<file path="src/rtl/me_move_sched_pkg.sv">
// me_move_sched_pkg: shared direction codes, key bit positions, FSM states and defaults for the move scheduler.
package me_move_sched_pkg;
    typedef enum logic [1:0] {
        DIR_UP    = 2'd0,
        DIR_DOWN  = 2'd1,
        DIR_LEFT  = 2'd2,
        DIR_RIGHT = 2'd3
    } dir_e;

    typedef enum logic {
        IDLE = 1'b0,
        RUN  = 1'b1
    } state_e;

    localparam int KEY_UP_BIT    = 0;
    localparam int KEY_DOWN_BIT  = 1;
    localparam int KEY_LEFT_BIT  = 2;
    localparam int KEY_RIGHT_BIT = 3;

    localparam int TICK_DIV_DEF    = 4;
    localparam int ACCEL_STEPS_DEF = 8;
endpackage

</file>
<file path="src/rtl/rr_arb4.sv">
// rr_arb4: pure 4-way round-robin arbiter; the search starts at the entry after last_grant_i.
//   req_i[3:0]        request per direction (index = direction code)
//   last_grant_i[1:0] most recently granted direction
//   gnt_o[1:0]        granted direction (last_grant_i when nothing requested)
//   gnt_valid_o       at least one request present
module rr_arb4 (
    input  logic [3:0] req_i,
    input  logic [1:0] last_grant_i,
    output logic [1:0] gnt_o,
    output logic       gnt_valid_o
);
    logic [1:0] idx;

    // Walk from the farthest candidate to the nearest so the nearest requester wins.
    always_comb begin
        gnt_o       = last_grant_i;
        gnt_valid_o = 1'b0;
        idx         = last_grant_i;
        for (int k = 4; k >= 1; k--) begin
            idx = last_grant_i + 2'(k);
            if (req_i[idx]) begin
                gnt_o       = idx;
                gnt_valid_o = 1'b1;
            end
        end
    end
endmodule

</file>
<file path="src/rtl/me_move_sched.sv">
// me_move_sched: turns held direction keys into a rate-limited stream of single-direction move strobes.
//   clk_run      game logic clock
//   rst_n        asynchronous active-low reset
//   en_i         game running; low forces IDLE
//   pause_i      game paused; high forces IDLE
//   key_i[3:0]   synchronised keys [0]=up [1]=down [2]=left [3]=right
//   move_en_o    one-cycle move strobe
//   direct_o     direction of the last issued move
//   moving_o     scheduler is in RUN
//   accel_o      acceleration active
// Optional feature macro: MOVE_ACCEL_EN (halves the move period after ACCEL_STEPS periodic moves).
module me_move_sched
    import me_move_sched_pkg::*;
#(
    parameter int TICK_DIV    = TICK_DIV_DEF,
    parameter int ACCEL_STEPS = ACCEL_STEPS_DEF
) (
    input  logic       clk_run,
    input  logic       rst_n,
    input  logic       en_i,
    input  logic       pause_i,
    input  logic [3:0] key_i,
    output logic       move_en_o,
    output logic [1:0] direct_o,
    output logic       moving_o,
    output logic       accel_o
);
    localparam logic [7:0] PER_SLOW = 8'(TICK_DIV);

    state_e     state_q;
    logic [7:0] cnt_q;
    logic [1:0] ptr_q;
    logic [1:0] dir_q;
    logic       move_en_q;
    logic [3:0] mask;
    logic [1:0] gnt;
    logic       gnt_v;
    logic [7:0] period;
    logic       issue;

    // Opposing keys cancel each other; a stopped or paused game requests nothing.
    always_comb begin
        mask = key_i;
        if (key_i[KEY_UP_BIT] && key_i[KEY_DOWN_BIT]) begin
            mask[KEY_UP_BIT]   = 1'b0;
            mask[KEY_DOWN_BIT] = 1'b0;
        end
        if (key_i[KEY_LEFT_BIT] && key_i[KEY_RIGHT_BIT]) begin
            mask[KEY_LEFT_BIT]  = 1'b0;
            mask[KEY_RIGHT_BIT] = 1'b0;
        end
        if (!en_i || pause_i) mask = 4'b0000;
    end

    rr_arb4 u_arb (
        .req_i        (mask),
        .last_grant_i (ptr_q),
        .gnt_o        (gnt),
        .gnt_valid_o  (gnt_v)
    );

`ifdef MOVE_ACCEL_EN
    localparam logic [7:0] PER_FAST = (TICK_DIV > 1) ? 8'(TICK_DIV >> 1) : 8'd1;
    logic [7:0] run_cnt_q;
    logic [7:0] run_cnt_d;
    logic       accel_q;
    logic       accel_d;
    // The first move out of IDLE is not counted; only periodic moves advance run_cnt.
    assign run_cnt_d = (state_q == RUN && run_cnt_q != 8'hFF) ? run_cnt_q + 8'd1 : run_cnt_q;
    assign accel_d   = int'(run_cnt_d) >= ACCEL_STEPS;
    assign period    = accel_q ? PER_FAST : PER_SLOW;
    assign accel_o   = accel_q;
`else
    logic unused_accel_steps;
    assign unused_accel_steps = ^ACCEL_STEPS;
    assign period  = PER_SLOW;
    assign accel_o = 1'b0;
`endif

    // ">=" lets a shortened period take effect on a count already past its new limit.
    assign issue = (state_q == IDLE) || (cnt_q >= period - 8'd1);

    always_ff @(posedge clk_run or negedge rst_n) begin
        if (!rst_n) begin
            state_q   <= IDLE;
            cnt_q     <= 8'd0;
            ptr_q     <= DIR_RIGHT;
            dir_q     <= DIR_UP;
            move_en_q <= 1'b0;
`ifdef MOVE_ACCEL_EN
            run_cnt_q <= 8'd0;
            accel_q   <= 1'b0;
`endif
        end else if (!gnt_v) begin
            state_q   <= IDLE;
            cnt_q     <= 8'd0;
            move_en_q <= 1'b0;
`ifdef MOVE_ACCEL_EN
            run_cnt_q <= 8'd0;
            accel_q   <= 1'b0;
`endif
        end else if (issue) begin
            state_q   <= RUN;
            cnt_q     <= 8'd0;
            dir_q     <= gnt;
            ptr_q     <= gnt;
            move_en_q <= 1'b1;
`ifdef MOVE_ACCEL_EN
            run_cnt_q <= run_cnt_d;
            accel_q   <= accel_d;
`endif
        end else begin
            cnt_q     <= cnt_q + 8'd1;
            move_en_q <= 1'b0;
        end
    end

    assign move_en_o = move_en_q;
    assign direct_o  = dir_q;
    assign moving_o  = (state_q == RUN);
endmodule

</file>
<file path="config.mk">
export PLATFORM = sky130hd
export DESIGN_NAME = me_move_sched
export DESIGN_NICKNAME = d
export VERILOG_FILES = /design/src/rtl/me_move_sched_pkg.sv /design/src/rtl/rr_arb4.sv /design/src/rtl/me_move_sched.sv
export SDC_FILE = /design/constraint.sdc
export NUM_CORES = 1
export LEC_CHECK = 0
export CORE_MARGIN = 5
export CORE_UTILIZATION = 43
export DETAILED_ROUTE_END_ITERATION = 10
export PLACE_DENSITY = 0.73
export REMOVE_ABC_BUFFERS = 1
export SETUP_SLACK_MARGIN = 0.1
export SLEW_MARGIN = 20
export SYNTH_ARGS = -nofsm -noshare
export SYNTH_HDL_FRONTEND = slang
export SYNTH_SLANG_ARGS = --single-unit
</file>
<file path="constraint.sdc">
create_clock -name clk_run -period 2.05 [get_ports clk_run]
set_input_delay 0.3075 -clock clk_run [delete_from_list [all_inputs] [get_ports clk_run]]
set_output_delay 0.3075 -clock clk_run [all_outputs]
set_load 0.02 [all_outputs]
</file>
==> summary.md <==
| Metric | Value |
|---|---|
| CP max stage cell | clkdlybuf4s50_1 |
| Worst slew margin | 0.608 |
| Clk slew on worst S/H paths | 80 ps |
| Ys flop type | dfrtp_1 |
| Crit end category | flop |
| Dpl cell area | 756 sq um |
| Worst setup SP type | input pin |
| Total of max-cap violations | 0 |
| YS warnings | 0 |
| Post-Syn Instances | 52 |
| Root buffer cell | clkbuf_4 |
| Routed via count | around 430 |
| Vias per inst | approximately 5 |
| Post-synth ARST share | 1.00 |
| Postcts setup bufs | 0 |
| CTS buffer count | 3 |
| First-pass GRT wire length | 1.72 mm |
| I/O pin cnt | 13 |
| Remaining DRCs | 0 |
| Critical-path cell list | clkdlybuf4s50_1, nor2b_1, a21boi_0, nor4b_1, o22ai_1 |
| Final Skew | 4.85 ps |
| Core ar. | ~1300 sq um |
| Fin area | 792 sq um |
| Std-Cell Rows | 13 |
| Sw Share | 0.270 |
| Part of the cycle the worst path needs | 0.772 |
| Setup_tns | 0 ps |
| Unrepaired setup endpoints after global routing | no |
| Max-slew violations | 0 |
| Post-synth top area cell | dfrtp_1 |
| Final WL | 978 um |
| LEAKAGE | 0.332 nW |
| Hold WC Path Type | in -> async |
| Total Routing Usage GR | 0.111 |
| Synth top area cells | dfrtp_1, dfstp_2, a21oi_1 |
| Routed wire per std cell | 11.4 um |
| Power per cell area | ~870 nW/um^2 |
| Worst-Skew Late Latency | 280 ps |
| Initial Util | 0.467 |
| Flip-flop and latch count after synthesis | 14 |
| Initial DRC count | 7 |
| Pin count of the biggest net entering global routing | 15 |
| Seq pwr share | 0.509 |
| Final setup viols | 0 |
| Hold_buf cts | 0 |
| Status | completed |
| Switching power total | roughly 0.00019 W |
| Post_cts resized | 0 |
| Placer Congestion | 0.688 |
| Pre-antenna DRT Iters | 3 |
| Crit path largest cell delay | 530 ps |
| Cell with the most instances after synthesis | dfrtp_1 |
| Port Buffer Count | 11 |
| Fin. Hold Viols | 0 |
| Vias in the first global route | 402 |
| Share of cells above drive strength 1 | 0.141 |
| Kind of critical path | in -> reg |
| Pint | about 0.00050 W |
| Avg Synthesized Cell Area | between 10 and 15 sq um |
| CTS tree | yes |
| # diodes | 0 |
| Initial antenna violation count | 0 |
| Clk pwr share | 0.281 |
| H-tree depth | 1 |
| Post-synth EDFFs | 0 |
| Slew @ Worst Pin | 586 ps |
| Top-area cell type share of the netlist area | 0.482 |
| Nets@finish | 81 |
| Critical path required time | 2200 ps |
| Num Clock Sinks | 14 |
| Crit-path max FO | 4 |
| Die height | 48.1 um |
| Die area | 2310 sq um |
| Combinational power share | 0.211 |
| CTS Buffer Depth | 2 |
| Total Power | 0.000687 W |
| Commonest cells post-synth | dfrtp_1, a21oi_1, nand2b_1 |
| Layout area overhead | 27.1% |
| Fin crit period | 1580 ps |
| Post-synthesis cell type count | 27 |
| Die Width | 48.1 um |
| Grt total ovfl | 0 |
| Synth Cell Area | 623 sq um |
| Register area share after synthesis | 0.566 |
| Worst EP arrival | around 1700 ps |
| Max frequency | 0.632 GHz |
| Worst IR drop on VDD | roughly 0.6 mV |
| ANT nets after route | 0 |
-- cell usage in the layout, fill, tap and decap left out, types with 2 or more instances in the layout --
master	synthesis	layout
a21oi_1	6	6
and2_1	2	2
clkbuf_4	0	3
clkdlybuf4s50_1	0	11
conb_1	1	7
dfrtp_1	12	12
dfstp_2	2	2
nand2_1	2	2
nand2b_1	4	4
nor3b_1	2	2
o22ai_1	2	2
xnor2_1	2	2
-- registers in the layout, summed over array words and instances, names as in the netlist --
name and cells:
cnt_q 8, direct_o 2, ptr_q 2, move_en_o 1
moving_o 1
-- cell families after synthesis --
group,Yosys count,synth area share
xor+xnor,2,0.0281
buf+inv,3,0.0361
compound gates,13,0.143
flops,14,0.566
simple gates,18,0.201
other cells,1,0.00602
fa+ha+maj,1,0.0201
-- critical path: cells and delay by family --
kind	cells	cell delay [ps]
buffers and inverters	1	530
AND/OR/NAND/NOR	2	630
AO/OA/AOI/OAI	2	250
-- per-stage QoR --
step | utilization | std cells | hold slack [ps] | setup WS [ps]
2_1_floorplan | - | 56 | 11.9 | 717
3_3_place_gp | 0.567 | 82 | 424 | 271
3_5_place_dp | 0.567 | 82 | 427 | 192
4_1_cts | 0.594 | 86 | 408 | 479
5_1_grt | 0.594 | 86 | 438 | 343
6_report | 0.594 | 86 | 395 | 468
-- layout make-up --
class / count / area [sq um]
repair buffers: 11 / 110
flip-flops and latches: 14 / 353
fillers: 112 / 542
inverters: 1 / 3.75
well taps: 15 / 18.8
multi-input cells: 41 / 270
clock buffers: 4 / 36.3
-- final timing paths --
kind / from / to / slack (ps) / cells past startpoint
setup / recovery: key_i[2] / direct_o[0] / 470 / 5
hold / removal: rst_n / moving_o / 400 / 1
setup reg to reg: cnt_q[0] / ptr_q[0] / 570 / 5
hold reg to reg: cnt_q[0] / cnt_q[0] / 430 / 1
max in group asynchronous: rst_n / cnt_q[4] / 1270 / 1
min in group clk_run: cnt_q[0] / cnt_q[0] / 430 / 1
-- power by group through the flow --
stage,registers [W],clock network [W],logic [W]
6_report,0.000349,0.000193,0.000145
3_3_place_gp,0.000356,0,0.000142
5_1_grt,0.000354,0.000215,0.000159
2_1_floorplan,0.000369,0,0.0000630
4_1_cts,0.000349,0.000199,0.000146
3_5_place_dp,0.000355,0,0.000146
-- routing by layer --
metal | track usage | vias to the layer above | wire, um
met3 | 0.0564 | 2 | 66
met5 | 0 | - | 0
met4 | 0.0323 | 0 | 8
li1 | - | 218 | -
met1 | 0.139 | 196 | 481
met2 | 0.166 | 10 | 421
(Power assumes the default switching activity.)
